[src/rtl/sampled_pkg.sv]
// rtl/sampled_pkg.sv - shared types, limits and edge helpers for the sampled-value tracker
//
// Purpose: common definitions imported by sampled_shift_reg and sampled_value_tracker.
//   DEPTH_MIN  : smallest legal history depth (newest + one previous sample).
//   VEC_W_MAX  : widest monitored vector the edge helper handles.
//   fill_cnt_t : fill-count type used for saturating arithmetic.
//   fill_next  : saturating fill increment.
//   edge_bits  : per-bit rose/fell decode of two samples.
// Ports: none (package).
package sampled_pkg;

  localparam int DEPTH_MIN = 2;
  localparam int VEC_W_MAX = 64;

  typedef logic [7:0] fill_cnt_t;

  // Increment that stops at lim; never wraps.
  function automatic fill_cnt_t fill_next(input fill_cnt_t cur, input fill_cnt_t lim);
    return (cur >= lim) ? cur : cur + fill_cnt_t'(1);
  endfunction

  // rising=1 gives cur & ~prev (rose), rising=0 gives ~cur & prev (fell).
  // Callers zero-extend narrower vectors in and truncate the result back.
  function automatic logic [VEC_W_MAX-1:0] edge_bits(input logic [VEC_W_MAX-1:0] cur,
                                                     input logic [VEC_W_MAX-1:0] prev,
                                                     input logic                 rising);
    return rising ? (cur & ~prev) : (~cur & prev);
  endfunction

endpackage

[src/rtl/sampled_shift_reg.sv]
// rtl/sampled_shift_reg.sv - enabled history shift register with saturating fill counter
//
// Purpose: holds HIST samples of d_i (entry 0 newest) and counts how many are valid.
// Ports:
//   clk     in   sampling clock, rising edge
//   rst     in   asynchronous active-high reset; clears history and fill
//   en      in   1 = shift in d_i and bump fill, 0 = hold
//   d_i     in   WIDTH sample input
//   hist_o  out  HIST x WIDTH history, entry 0 newest
//   fill_o  out  FILL_W valid-entry count, saturates at HIST
module sampled_shift_reg
  import sampled_pkg::*;
#(
  parameter int WIDTH  = 8,
  parameter int HIST   = 4,
  parameter int FILL_W = 3
) (
  input  logic                        clk,
  input  logic                        rst,
  input  logic                        en,
  input  logic [WIDTH-1:0]            d_i,
  output logic [HIST-1:0][WIDTH-1:0]  hist_o,
  output logic [FILL_W-1:0]           fill_o
);

  logic [HIST-1:0][WIDTH-1:0] hist_q, hist_d;
  logic [FILL_W-1:0]          fill_q, fill_d;

  always_comb begin
    hist_d = hist_q;
    fill_d = fill_q;
    if (en) begin
      hist_d[0] = d_i;
      for (int i = 1; i < HIST; i++) begin
        hist_d[i] = hist_q[i-1];
      end
      fill_d = FILL_W'(fill_next(fill_cnt_t'(fill_q), fill_cnt_t'(HIST)));
    end
  end

  // The flop only ever sees the value d_i held before the edge; nothing
  // downstream reads d_i directly, so checkers cannot race a same-edge write.
  always_ff @(posedge clk or posedge rst) begin
    if (rst) begin
      hist_q <= '0;
      fill_q <= '0;
    end else begin
      hist_q <= hist_d;
      fill_q <= fill_d;
    end
  end

  assign hist_o = hist_q;
  assign fill_o = fill_q;

endmodule

[src/rtl/sampled_value_tracker.sv]
// rtl/sampled_value_tracker.sv - registered sampled-value history with $past/$rose/$fell/$stable/$changed decodes
//
// Purpose: keeps a history of sig_i sampled on enabled edges and presents the
// pre-edge values checker logic needs. Every output decodes registered state only.
// Build option: SAMPLED_PAST_EN adds past_sel_i/past_o/past_valid_o and keeps the
// full DEPTH history; without it history is 2 entries and fill saturates at 2.
// Ports:
//   clk           in   sampling clock
//   rst           in   asynchronous active-high reset
//   en            in   sample enable; 0 holds history and fill
//   sig_i         in   WIDTH monitored vector
//   past_sel_i    in   history index k (SAMPLED_PAST_EN only)
//   sampled_o     out  newest sample
//   past_o        out  hist[k], 0 when k is out of range (SAMPLED_PAST_EN only)
//   past_valid_o  out  fill > k (SAMPLED_PAST_EN only)
//   rose_o        out  per-bit hist[0] & ~hist[1]
//   fell_o        out  per-bit ~hist[0] & hist[1]
//   stable_o      out  hist[0] == hist[1] with at least two samples
//   changed_o     out  hist[0] != hist[1] with at least two samples
//   fill_o        out  number of valid history entries
module sampled_value_tracker
  import sampled_pkg::*;
#(
  parameter int WIDTH = 8,
  parameter int DEPTH = 4
) (
  input  logic                       clk,
  input  logic                       rst,
  input  logic                       en,
  input  logic [WIDTH-1:0]           sig_i,
`ifdef SAMPLED_PAST_EN
  input  logic [$clog2(DEPTH)-1:0]   past_sel_i,
  output logic [WIDTH-1:0]           past_o,
  output logic                       past_valid_o,
`endif
  output logic [WIDTH-1:0]           sampled_o,
  output logic [WIDTH-1:0]           rose_o,
  output logic [WIDTH-1:0]           fell_o,
  output logic                       stable_o,
  output logic                       changed_o,
  output logic [$clog2(DEPTH+1)-1:0] fill_o
);

  localparam int FILL_W = $clog2(DEPTH + 1);
`ifdef SAMPLED_PAST_EN
  localparam int HIST   = DEPTH;
  localparam int SEL_W  = $clog2(DEPTH);
`else
  localparam int HIST   = DEPTH_MIN;
`endif

  logic [HIST-1:0][WIDTH-1:0] hist;
  logic [FILL_W-1:0]          fill;
  logic                       two_samples;

  sampled_shift_reg #(
    .WIDTH  (WIDTH),
    .HIST   (HIST),
    .FILL_W (FILL_W)
  ) u_shift (
    .clk    (clk),
    .rst    (rst),
    .en     (en),
    .d_i    (sig_i),
    .hist_o (hist),
    .fill_o (fill)
  );

  assign two_samples = (fill >= FILL_W'(DEPTH_MIN));

  assign sampled_o = hist[0];
  assign fill_o    = fill;

  // Not gated by fill: the first 1 after reset rises against the zeroed history.
  assign rose_o = WIDTH'(edge_bits(VEC_W_MAX'(hist[0]), VEC_W_MAX'(hist[1]), 1'b1));
  assign fell_o = WIDTH'(edge_bits(VEC_W_MAX'(hist[0]), VEC_W_MAX'(hist[1]), 1'b0));

  assign stable_o  = two_samples && (hist[0] == hist[1]);
  assign changed_o = two_samples && (hist[0] != hist[1]);

`ifdef SAMPLED_PAST_EN
  // Loop compare rather than a direct index so k >= DEPTH (non-power-of-2
  // DEPTH) simply selects nothing and leaves past_o at 0.
  always_comb begin
    past_o = '0;
    for (int i = 0; i < HIST; i++) begin
      if (past_sel_i == SEL_W'(i)) begin
        past_o = hist[i];
      end
    end
  end

  assign past_valid_o = (32'(fill) > 32'(past_sel_i));
`endif

endmodule

[config.mk]
export PLATFORM = sky130hd
export DESIGN_NAME = sampled_value_tracker
export DESIGN_NICKNAME = d
export VERILOG_FILES = /design/src/rtl/sampled_pkg.sv /design/src/rtl/sampled_shift_reg.sv /design/src/rtl/sampled_value_tracker.sv
export SDC_FILE = /design/constraint.sdc
export NUM_CORES = 1
export LEC_CHECK = 0
export ABC_AREA = 0
export BUFFER_PORTS_ARGS = -buffer_cell sky130_fd_sc_hd__buf_2
export CAP_MARGIN = 20
export CORE_UTILIZATION = 54
export CTS_BUF_LIST = sky130_fd_sc_hd__clkbuf_8
export DETAILED_ROUTE_END_ITERATION = 8
export HOLD_SLACK_MARGIN = 0.1
export PLACE_DENSITY = 0.85
export SLEW_MARGIN = 20
export SYNTH_ARGS = -nofsm -noshare
export SYNTH_HDL_FRONTEND = slang
export SYNTH_SLANG_ARGS = --single-unit
[constraint.sdc]
create_clock -name clk -period 2.6 [get_ports clk]
set_input_delay 0.26 -clock clk [delete_from_list [all_inputs] [get_ports clk]]
set_output_delay 0.26 -clock clk [all_outputs]
set_load 0.005 [all_outputs]
==> impl_metrics.tcl <==
set metrics [dict create \
    status "complete, no violations" \
    dpl.hpwl_mm 1.51 \
    p_sw_uw 265 \
    seqPwrFrac_pct 48.2 \
    cts_buffers 3 \
    cts_tree "yes" \
    syn_area_per_cell_um2 9.87 \
    die_width_um 46.4 \
    worstPathArrival_ns 1.48 \
    crit_path_start_kind "register" \
    required_ns 2.34 \
    port_buffers 39 \
    synth-edff-count 0 \
    cts-resized-gates 0 \
    first_pass_iters 4 \
    io_pins 40 \
    finalNetCount 170 \
    place_inst 161 \
    grtUsageTotal_pct 20.3 \
    clk_latency_ns 0.25 \
    ys_warn_count 0 \
    grt_max_degree 34 \
    synth_top_area_share_pct 44.6 \
    yosys.area_share.simple_pct 9.98 \
    synthMuxAreaShare_pct 0 \
    synth-seq-cells 19 \
    post_cts_buffers 0 \
    final_core_util_pct 70.9 \
    rsz0062_at_grt "false" \
    coreArea_um2 1780 \
    syn_to_final_growth_pct 18.5 \
    initial_utilization_pct 59.8 \
    htree_levels 1 \
    syn_nets 137 \
    finalSetupViolations 0 \
    antenna_found_initial 0 \
    synthXorXnorAreaFrac_pct 0.822 \
    diodes 0 \
    finalNonFillerCells 165 \
    root_buffer "clkbuf_8" \
    relSlewSlack_pct 53.1 \
    wl_per_cell_um 11.6 \
    drt_wl_total_mm 1.91 \
    finalSetupTns_ns 0 \
    route.detailed.drc 0 \
    powerDensity_nw_per_um2 656 \
    clockPowerShare_pct 23.4 \
    leakagePower_uw 0.000724 \
    synth_compound_area_share_pct 9.86 \
    path_clk_slew_ns 0.07 \
    ys_async_sr_fraction_pct 100 \
    p_int_uw 565 \
    rows 15 \
    skew_ns 0.00179 \
    worstMarginPinSlew_ns 0.702 \
    pwr-share-comb_pct 28.4 \
    holdWs_ns 0.110 \
    synth_area_leaders "dfrtp_1 (45%), ha_1 (21%), o21ai_0 (7.5%)" \
    crit_path_end_kind "output port" \
    netlist_area_um2 1070 \
    synth_top_family_by_area "adder cells" \
    hold_violations 0 \
    die_area_um2 2160 \
    num_vias 791 \
    ir_worst_vdd_v 0.000489 \
    drive_above_1_share_pct 31.4 \
    layout_worst_path_cycle_share_pct 67.0 \
    period_needed_ns 1.74 \
    synthesis.instances 108 \
    hp-class "in -> async" \
    gr-total-overflow 0 \
    die_h_um 46.4 \
    postCtsHoldBufs 0 \
    path_max_fanout 4 \
    grt_pass1_wl_mm 2.98 \
    cts.path.max_buffers 2 \
    synth_fa_ha_area_share_pct 21.1 \
    synthTopCellsByCount "dfrtp_1 (19), inv_1 (19), ha_1 (18)" \
    ys.flop_type "dfrtp_1" \
    crit_type "reg -> out" \
    drtIter0Drc 21 \
    switching_share_pct 31.9 \
    fmax_mhz 574 \
    cts_sinks 19 \
    fin_area_um2 1260 \
    synth.distinct_cells 14 \
    vias_per_cell 4.79 \
    drv_slew 0 \
    yosysSeqAreaShare_pct 44.6 \
    dpl_cell_area_um2 1220 \
    maxCapViolCount 0 \
    grt_pass1_vias 713 \
    ant_nets 0 \
    routabilityCongestion 0.771 \
    synth_area_leader_cell "dfrtp_1" \
]
==> cell families after synthesis <==
logic type,Yosys count
xor+xnor,1
buf+inv,30
compound gates,19
simple gates,21
flops,19
fa+ha+maj,18
==> worst max-delay path, cell delays in order, from the launching register on <==
cell and delay, ns:
dfrtp_1 0.39, inv_1 0.07, ha_1 0.30, nand4_1 0.12, o21ba_2 0.23, buf_2 0.12
==> metrics by stage <==
step           total power [uW]  worst slack (ns)
3_3_place_gp                628              1.17
4_1_cts                     842             0.850
6_report                    830             0.858
2_1_floorplan               556              1.31
3_5_place_dp                643              1.13
5_1_grt                     895             0.790
==> cells in the final DEF (no fill, tap or decap) <==
| cell type | count |
|---|---|
| inv_1 | 20 |
| nand4_1 | 2 |
| ha_1 | 18 |
| xnor2_1 | 1 |
| dfrtp_1 | 19 |
| nor4b_4 | 1 |
| a21o_1 | 2 |
| o21ba_2 | 1 |
| o21ai_0 | 16 |
| nand2_1 | 16 |
| buf_2 | 39 |
| clkbuf_8 | 3 |
| nor3_1 | 2 |
==> path summary, 6_finish.rpt <==
check	startpoint	endpoint	slack [ns]	depth (start not counted)
max reg2reg	u_shift.fill_o[1]	u_shift.fill_o[0]	1.37	3
min in group clk	sig_i[1]	u_shift.hist_o[1]	0.22	3
min reg2reg	u_shift.hist_o[3]	u_shift.hist_o[11]	0.54	2
min	rst	u_shift.hist_o[11]	0.11	2
max in group asynchronous	rst	u_shift.fill_o[2]	2.04	2
max	u_shift.hist_o[0]	changed_o	0.86	5
==> per-layer routing <==
layer / wire length, um / part of all wire, % / global-route usage [%] / up-vias
met5: 0 / 0 / 0 / -
met4: 9 / 0.47 / 10.6 / 0
met3: 79 / 4.1 / 3.53 / 2
met2: 970 / 51 / 35.0 / 20
met1: 850 / 45 / 23.8 / 374
li1: - / - / - / 395
==> power by group through the flow <==
stage          Combinational, uW  Clock [uW]  Sequential [uW]
2_1_floorplan                157           0              399
6_report                     236         195              400
5_1_grt                      274         215              407
3_5_place_dp                 238           0              405
4_1_cts                      241         202              400
3_3_place_gp                 228           0              400
==> registers in the layout (all words and copies together) (netlist names) <==
register and flops:
u_shift.fill_o 3, u_shift.hist_o 16
==> layout make-up <==
cell class	instances	area (um2)
fill	147	519
sequential	19	475
multi-input combinational	59	445
timing repair buffer	39	195
inverter	19	71.3
clock buffer	3	41.3
tap	25	31.3
clock inverter	1	3.75
No activity file was read; power rests on OpenSTA's default activity.
